<file path="src/rtl/arb_pkg.sv">
// Shared types, constants and helpers for the round-robin arbiter.
package arb_pkg;

  // Arbiter controller states
  typedef enum logic [1:0] {
    IDLE    = 2'd0,
    GRANT   = 2'd1,
    RECOVER = 2'd2
  } arb_state_t;

  // MAX_HOLD value that turns the hold timeout off
  localparam int unsigned HOLD_DISABLED = 0;

  // Ceiling log2 with a floor of 1, so single-value ranges still get a 1-bit field
  function automatic int unsigned clog2_min1(input int unsigned v);
    int unsigned r;
    r = 1;
    for (int unsigned i = 1; i < 32; i++) begin
      if ((32'd1 << i) < v) r = i + 1;
    end
    return r;
  endfunction

endpackage

</file>
<file path="src/rtl/rr_ptr_counter.sv">
// Mod-N wrapping counter with synchronous load; holds the arbiter priority pointer.
module rr_ptr_counter
  import arb_pkg::*;
#(
  parameter  int unsigned N = 3,
  localparam int unsigned W = clog2_min1(N)
) (
  input  logic         clk,
  input  logic         rst_n,
  input  logic         load,
  input  logic [W-1:0] load_val,
  input  logic         inc,
  output logic [W-1:0] cnt
);

  localparam int unsigned CMP_W = W + 1;

  logic load_oob_c;

  // Out-of-range load values fold to zero so cnt never leaves [0, N-1]
  always_comb begin
    load_oob_c = ({1'b0, load_val} >= CMP_W'(N));
  end

  // Pointer register: load has priority over increment
  always_ff @(posedge clk or negedge rst_n) begin
    if (!rst_n) begin
      cnt <= '0;
    end else if (load) begin
      cnt <= load_oob_c ? '0 : load_val;
    end else if (inc) begin
      cnt <= (cnt == W'(N - 1)) ? '0 : cnt + W'(1);
    end
  end

endmodule

</file>
<file path="src/rtl/rr_arb_ctrl.sv">
// Round-robin arbiter for one shared resource with hold timeout and per-requester timeout mask.
module rr_arb_ctrl
  import arb_pkg::*;
#(
  parameter  int unsigned N_REQ    = 3,
  parameter  int unsigned MAX_HOLD = 8,
  localparam int unsigned PTR_W    = clog2_min1(N_REQ),
  localparam int unsigned HOLD_W   = clog2_min1(MAX_HOLD + 1)
) (
  input  logic             clk,
  input  logic             rst_n,
  input  logic             en,
  input  logic [N_REQ-1:0] req,
  output logic [N_REQ-1:0] gnt,
  output logic             gnt_vld,
  output logic [PTR_W-1:0] gnt_id,
  output logic             timeout_err,
  output logic [PTR_W-1:0] ptr
);

  localparam int unsigned SUM_W      = PTR_W + 1;
  localparam bit          TIMEOUT_EN = (MAX_HOLD != HOLD_DISABLED);
  localparam int unsigned HOLD_LAST  = TIMEOUT_EN ? (MAX_HOLD - 1) : 0;

  arb_state_t        state;
  logic [HOLD_W-1:0] hold_cnt;
  logic [N_REQ-1:0]  mask;

  logic [N_REQ-1:0]  elig_c;
  logic [N_REQ-1:0]  rot_c;
  logic [PTR_W-1:0]  off_c;
  logic [SUM_W-1:0]  sum_c;
  logic [PTR_W-1:0]  win_id_c;
  logic [N_REQ-1:0]  win_oh_c;
  logic              grant_now_c;
  logic [PTR_W-1:0]  ptr_nxt_c;
  logic              owner_req_c;
  logic              revoke_c;
  logic [N_REQ-1:0]  mask_nxt_c;

  // Rotate the eligible set so ptr lands at bit 0, then take the lowest set bit
  always_comb begin
    elig_c = req & ~mask;
    rot_c  = N_REQ'({elig_c, elig_c} >> ptr);
    off_c  = '0;
    for (int j = N_REQ - 1; j >= 0; j--) begin
      if (rot_c[j]) off_c = PTR_W'(j);
    end
  end

  // Map the rotated offset back to a requester index, modulo N_REQ
  always_comb begin
    sum_c    = {1'b0, ptr} + {1'b0, off_c};
    win_id_c = (sum_c >= SUM_W'(N_REQ)) ? PTR_W'(sum_c - SUM_W'(N_REQ)) : PTR_W'(sum_c);
    for (int i = 0; i < N_REQ; i++) begin
      win_oh_c[i] = (win_id_c == PTR_W'(i));
    end
  end

  // Grant decision and the pointer value that follows the winner
  always_comb begin
    grant_now_c = (state == IDLE) && en && (|elig_c);
    ptr_nxt_c   = (win_id_c == PTR_W'(N_REQ - 1)) ? '0 : win_id_c + PTR_W'(1);
  end

  // Owner status; a release seen on the last hold cycle beats the timeout
  always_comb begin
    owner_req_c = |(req & gnt);
    revoke_c    = TIMEOUT_EN && (state == GRANT) && owner_req_c &&
                  (hold_cnt == HOLD_W'(HOLD_LAST));
    mask_nxt_c  = (mask | (revoke_c ? gnt : '0)) & req;
  end

  // Priority pointer; only moves on a grant edge
  rr_ptr_counter #(
    .N (N_REQ)
  ) u_ptr (
    .clk      (clk),
    .rst_n    (rst_n),
    .load     (grant_now_c),
    .load_val (ptr_nxt_c),
    .inc      (1'b0),
    .cnt      (ptr)
  );

  // Controller FSM with registered grant, status and mask
  always_ff @(posedge clk or negedge rst_n) begin
    if (!rst_n) begin
      state       <= IDLE;
      gnt         <= '0;
      gnt_vld     <= 1'b0;
      gnt_id      <= '0;
      timeout_err <= 1'b0;
      hold_cnt    <= '0;
      mask        <= '0;
    end else begin
      timeout_err <= 1'b0;
      mask        <= mask_nxt_c;
      case (state)
        IDLE: begin
          if (grant_now_c) begin
            gnt      <= win_oh_c;
            gnt_vld  <= 1'b1;
            gnt_id   <= win_id_c;
            hold_cnt <= '0;
            state    <= GRANT;
          end
        end
        GRANT: begin
          if (!owner_req_c) begin
            gnt     <= '0;
            gnt_vld <= 1'b0;
            state   <= RECOVER;
          end else if (revoke_c) begin
            gnt         <= '0;
            gnt_vld     <= 1'b0;
            timeout_err <= 1'b1;
            state       <= RECOVER;
          end else if (TIMEOUT_EN) begin
            hold_cnt <= hold_cnt + HOLD_W'(1);
          end
        end
        RECOVER: begin
          gnt     <= '0;
          gnt_vld <= 1'b0;
          state   <= IDLE;
        end
        default: begin
          gnt     <= '0;
          gnt_vld <= 1'b0;
          state   <= IDLE;
        end
      endcase
    end
  end

endmodule

</file>
<file path="config.mk">
export PLATFORM = sky130hd
export DESIGN_NAME = rr_arb_ctrl
export DESIGN_NICKNAME = d
export VERILOG_FILES = /design/src/rtl/arb_pkg.sv /design/src/rtl/rr_ptr_counter.sv /design/src/rtl/rr_arb_ctrl.sv
export SDC_FILE = /design/constraint.sdc
export NUM_CORES = 1
export LEC_CHECK = 0
export ABC_AREA = 1
export CORE_MARGIN = 3
export CORE_UTILIZATION = 30
export DETAILED_ROUTE_END_ITERATION = 10
export GPL_TIMING_DRIVEN = 0
export PLACE_DENSITY = 0.57
export SLEW_MARGIN = 20
export SYNTH_ARGS = -nofsm -noshare
export SYNTH_HDL_FRONTEND = slang
export SYNTH_SLANG_ARGS = --single-unit
</file>
<file path="constraint.sdc">
create_clock -name clk -period 2.45 [get_ports clk]
set_input_delay 0.3675 -clock clk [delete_from_list [all_inputs] [get_ports clk]]
set_output_delay 0.3675 -clock clk [all_outputs]
set_load 0.005 [all_outputs]
</file>
Yosys cells after proc, flatten, opt, wreduce, memory -nomap -nowiden
Cells that the tools add are included.
W data, S select, Z words.

storage, ports and cells
  memory bits (read-only) = 0
  register bits after elaboration = 18
  word-level logic and storage cells = 66
  bits in latches = 0
  RAM bits = 0
  bits of input ports = 6
  memories = 0
  output and inout bits = 9

operators by class
  equal/unequal tests = 8
  add/subtract/negate cells = 4
  mux-type cells = 26
  reductions and logical operators = 12
  divide/modulo/power cells = 0
  shift operators = 1
  bitwise logic cells = 5
  order comparisons = 2
  multiply operators = 0

operator list
  cell                   number
  $mux W2                9
  $mux W3                4
  $mux W4                3
  $and A3 B3 Y3          3
  $pmux W4 S2            1
  $mux W1                6
  $ne A2 B2 Y1 const B   3
  $pmux W3 S2            1
  $reduce_or A3 Y1       2
  $shr A6 B2 Y3          1
  $add A4 B1 Y4 const B  1
  $eq A2 B1 Y1 const B   2
  $eq A4 B3 Y1 const B   1
  $logic_and A1 B1 Y1    4
  $logic_not A2 Y1       2
  $pmux W2 S2            1
  $reduce_and A2 Y1      2
  $reduce_and A4 Y1      1
  $add A2 B2 Y3          1
  $ge A3 B2 Y1 const B   1
  $ne A3 B3 Y1 const B   1
  $not A3 Y3             1
  $or A3 B3 Y3           1
  $add A2 B1 Y2 const B  1
  other kinds (5)        5

Logic depth before layout (Yosys ltp)
  depth in word-level cells = 13
  mapped depth = 18
  gate-level depth less buffers = 18

Cells and area by module
From an unflattened synthesis, not the netlist that was laid out.

second synthesis, totals
  cell total of the unflattened synthesis = 138
  area total of the unflattened synthesis = 1053.5 um^2

by module, submodules not included
  module          times used  area an instance (um^2)  sequential area each (um^2)  cells each
  rr_arb_ctrl     1           934.6                    375.4                        119
  rr_ptr_counter  1           118.9                    50.0                         19

Least setup slack after synthesis
Ideal clock, no wire load.

  kind = reg-to-reg
  from = reg u_ptr.cnt[0]
  to = reg gnt[0]
  slack = 0.008 ns
  cell stages (with the launch flop) = 16
  buffers on the path = 0
  arrival = 2.325 ns
  clock period less this slack = 2.442 ns
  required time = 2.333 ns
  library setup time = 0.117 ns
  cell sequence = dfrtp_1 inv_1 o21ai_1 nand2_1 a21oi_1 ha_1 inv_1 fa_1 inv_1 ha_1 nor2_2 nand3_1 o21ai_0 nor2_2 nand2_1 nand2_1

between the ends
  longest elaborated chain between the ends = 10
  elaborated cells on any way between the ends = 11
  those cells by class = 2 x add/sub; 1 x order compare; 1 x shift; 6 x mux; 1 x reduce/logical

RTL lines
  what                                                  line                  source
  start: declaration                                    rr_ptr_counter.sv:13  output logic [W-1:0] cnt
  start signal: assignment                              rr_ptr_counter.sv:30  cnt <= load_oob_c ? '0 : load_val;
  start signal: assignment                              rr_ptr_counter.sv:32  cnt <= (cnt == W'(N - 1)) ? '0 : cnt + W'(1);
  $shr A6 B2 Y3                                         rr_arb_ctrl.sv:44     rot_c = N_REQ'({elig_c, elig_c} >> ptr);
  $mux W2 (3 in series)                                 rr_arb_ctrl.sv:47     if (rot_c[j]) off_c = PTR_W'(j);
  $add A2 B2 Y3 (*)                                     rr_arb_ctrl.sv:53     sum_c = {1'b0, ptr} + {1'b0, off_c};
  $ge A3 B2 Y1 / $sub A2 B2 Y2 (equally long branches)  rr_arb_ctrl.sv:54     win_id_c = (sum_c >= SUM_W'(N_REQ)) ? PTR_W'(sum_c - SUM_W'(N_REQ)) : PTR_W'(sum_c);
  $mux W2 (*)                                           rr_arb_ctrl.sv:54
  $logic_not A2 Y1 (*)                                  rr_arb_ctrl.sv:56     win_oh_c[i] = (win_id_c == PTR_W'(i));
  $mux W3 (*)                                           rr_arb_ctrl.sv:101    if (grant_now_c) begin
  $pmux W3 S2 (*)                                       rr_arb_ctrl.sv:99     case (state)
  end signal: assignment                                rr_arb_ctrl.sv:102    gnt <= win_oh_c;
  end: declaration                                      rr_arb_ctrl.sv:14     output logic [N_REQ-1:0] gnt,

Mark *: on every way between the ends. The rest lies on a longest branch, timed or not. The select of a mux whose other input is x is not followed.
A chain may end at the register's enable or synchronous reset.

Final worst setup path
  from = reg u_ptr.cnt[0]
  to = reg gnt[2]

between the ends
  longest elaborated chain between the ends = 10
  elaborated cells on any way between the ends = 11
  those cells by class = 2 x add/sub; 1 x order compare; 1 x eq/ne; 1 x shift; 6 x mux

RTL lines
  what                                                  line
  $shr A6 B2 Y3                                         rr_arb_ctrl.sv:44
  $mux W2 (3 in series)                                 rr_arb_ctrl.sv:47
  $add A2 B2 Y3 (*)                                     rr_arb_ctrl.sv:53
  $ge A3 B2 Y1 / $sub A2 B2 Y2 (equally long branches)  rr_arb_ctrl.sv:54
  $mux W2 (*)                                           rr_arb_ctrl.sv:54
  $eq A2 B2 Y1 (*)                                      rr_arb_ctrl.sv:56
  $mux W3 (*)                                           rr_arb_ctrl.sv:101
  $pmux W3 S2 (*)                                       rr_arb_ctrl.sv:99

Marks and branches as above.

==> results.tsv <==
metric	value	unit
outcome	complete, but fails checks	
failing checks	setup timing	
max incr delay on CP	0.51	ns
gate count after technology mapping	128	
Starting Density	31.75	%
root buffer cell	clkbuf_4	
DR pass1 iterations	4	
Setup crit start kind	flip-flop	
GRT Util Overall	11.18	%
Worst-Skew Late Latency	0.28	ns
CTS Sinks	17	
row count	20	
pin count of the biggest net entering global routing	18	
maximum vdd drop	0.0004223	V
Slew Viols, Final	0	
Final Hold Fails	0	
cell taking the most area after synthesis	dfrtp_1	
placed wire-length estimate	1482	um
H-tree depth	1	
Seq/Total Area, Yosys	43.53	%
minimum clock period	2.490	ns
P_leak	0.6699	nW
max_slew headroom	51.59	%
number of diodes	0	
Die Ht	63.07	um
share of cells above drive strength 1	33.55	%
R2R Setup Slk	-0.04	ns
f_max	401.6	MHz
WHS	0.5007	ns
Crit. End Element	flip-flop	
Pwr Density	1204	nW/um^2
Clk network pwr share	9.0	%
nets@finish	163	
Syn Area/Cell	7.634	um^2
WL/cell	10.33	um
NetSw	748.9	uW
Iter 0 DRT Violations	30	
DR DRC count	0	
CTS tree	done	
switching part of the total	45.88	%
Buf/Inv on CP	3	
maxcap violations	0	
vias in the first global route	853	
Synth cell types	21	
commonest non-fill, non-tap cells in the layout	36 x nand2_1, 15 x dfrtp_1, 13 x inv_1	
reg2reg start	u_ptr.cnt[0]$_DFFE_PN0P_	
Worst EP required	2.63	ns
GRT overflow	0	
Final Instance Area	1356	um^2
R2R depth	16	
CP max FO	6	
routed wire length	2025	um
CTS max path bufs	2	
Critical Path Most Common Cell	inv_2	
Tightest Pin Transition	0.7239	ns
Die ar.	3978	um^2
Mapped Nets	138	
I/O pins	15	
crit path kind	flip-flop to flip-flop	
internal power	883.5	uW
largest cells by area after synthesis	dfrtp_1 44%, nand2_1 16%, inv_1 6.5%, nand3_1 5.6%, ha_1 3.8%	
Clock Pin Slew Worst Setup and Hold Paths	0.10	ns
Setup violations, final	6	
cell at the slowest stage of the critical path	fa_1	
hold-fix buffers at CTS	0	
sequential power share	26.1	%
Netlist Area Pre-Place	977.2	um^2
chip width	63.07	um
number of buffers added on ports	14	
RSZ-0062 raised after global routing	true	
Synth top area share	43.53	%
Synth Register Bits	17	
routed vias/inst	4.383	
worst path cell trace	inv_2 -> nand2_2 -> o21ai_2 -> nand2_2 -> a21oi_2 -> ha_2 -> inv_2 -> fa_1 -> inv_2 -> ha_4 -> nor2_4 -> nand3_2 -> o21ai_4 -> nor2_4 -> nand2_1 -> nand2_1	
CP Data Arrival Time	2.67	ns
initial antenna violation count	0	
period utilization	101.6	%
ANT nets after route	0	
Top Family by Delay on Critical Path	adder cells	
core area	3078	um^2
Layout Skew	0.004380	ns
Comb pwr share	65.0	%
synthesis warning total	0	
commonest non-fill, non-tap cell in the layout	nand2_1	
area grow syn2layout	38.80	%
r2r endpoint	gnt[2]$_DFFE_PN0P_	
gpl congestion	0.7229	
routed via count	859	
first-pass GRT wire length	3643	um
hold crit path type	input pin to async pin	
worst setup margin	-0.04015	ns
Placed Area	1172	um^2
CTS buffer count	3	
through the flow:
stage | setup TNS (ns) | util (%) | worst slack (ns) | power [mW] | std cells
finish | -0.1543 | 44.07 | -0.04015 | 1.632 | 196
global route | -1.334 | 44.07 | -0.2188 | 1.807 | 196
CTS | -0.2371 | 40.89 | -0.06191 | 1.425 | 192
detailed placement | -4.859 | 38.09 | -0.7256 | 1.134 | 186
global placement | -4.502 | 38.09 | -0.6785 | 1.114 | 186
floorplan | 0 | - | 0.008411 | 0.9117 | 128
flip-flops by register name (all words and copies together), names as in the netlist:
name         flops
gnt_id           2
timeout_err      1
u_ptr.cnt        2
gnt              3
mask             3
state            2
hold_cnt         4
area by class of cell:
| class | instances | area (um^2) |
|---|---|---|
| multi-input cells | 90 | 579.3 |
| inverters | 21 | 81.33 |
| well taps | 44 | 55.05 |
| clock buffers | 4 | 26.28 |
| fillers | 313 | 1722 |
| repair buffers | 20 | 186.4 |
| flip-flops and latches | 17 | 427.9 |
kinds of logic (layout without fill, tap and decap cells):
logic type / Yosys count / count (layout) / share of synthesized area, %
flops: 17 / 17 / 43.53
simple gates: 76 / 76 / 37.00
compound gates: 10 / 10 / 5.249
buf+inv: 21 / 45 / 8.323
fa+ha+maj: 4 / 4 / 5.890
per-layer routing:
layer / global-route usage [%] / vias up / share of wire [%]
met5: 0 / - / 0
met4: 5.785 / 0 / 2.0
met3: 1.070 / 4 / 2.5
met2: 17.13 / 11 / 48
met1: 15.54 / 395 / 47
li1: - / 449 / -
worst max path at each step:
stage                                   startpoint                  endpoint  cells after the start
final                     u_ptr.cnt[0]$_DFFE_PN0P_        gnt[2]$_DFFE_PN0P_                     16
after global placement                      req[0]        gnt[0]$_DFFE_PN0P_                     18
after CTS                 u_ptr.cnt[0]$_DFFE_PN0P_        gnt[0]$_DFFE_PN0P_                     16
after detailed placement                    req[0]        gnt[0]$_DFFE_PN0P_                     18
after floorplan           u_ptr.cnt[0]$_DFFE_PN0P_        gnt[0]$_DFFE_PN0P_                     15
after global routing      u_ptr.cnt[0]$_DFFE_PN0P_  u_ptr.cnt[0]$_DFFE_PN0P_                     16
repair_timing:
action	4_1_cts	5_1_grt
setup buffers	2	4
setup endpoints to repair	7	7
pin swaps	12	13
gates resized for setup	22	17
synth_stat cells:
| master | instances |
|---|---|
| ha_1 | 3 |
| nand3_1 | 11 |
| nor2_2 | 3 |
| nand2_2 | 4 |
| dfrtp_1 | 17 |
| nand2_1 | 42 |
| nand2_4 | 2 |
| inv_1 | 17 |
| o21ai_0 | 3 |
| fa_1 | 1 |
| nand4_1 | 1 |
| o22ai_1 | 1 |
| inv_4 | 1 |
| inv_2 | 2 |
| a21oi_1 | 1 |
| o21ai_1 | 5 |
| nor2_1 | 8 |
| nor3_1 | 1 |
| clkinv_1 | 1 |
| nor2_4 | 1 |
| nand3_2 | 3 |
power by group through the flow:
stage	sequential [mW]	combinational [mW]	clock [mW]
CTS	0.424	0.847	0.154
global placement	0.421	0.693	0
global route	0.438	1.20	0.166
detailed placement	0.426	0.707	0
floorplan	0.415	0.496	0
finish	0.426	1.06	0.146
Power figures use the tool's default switching activity.
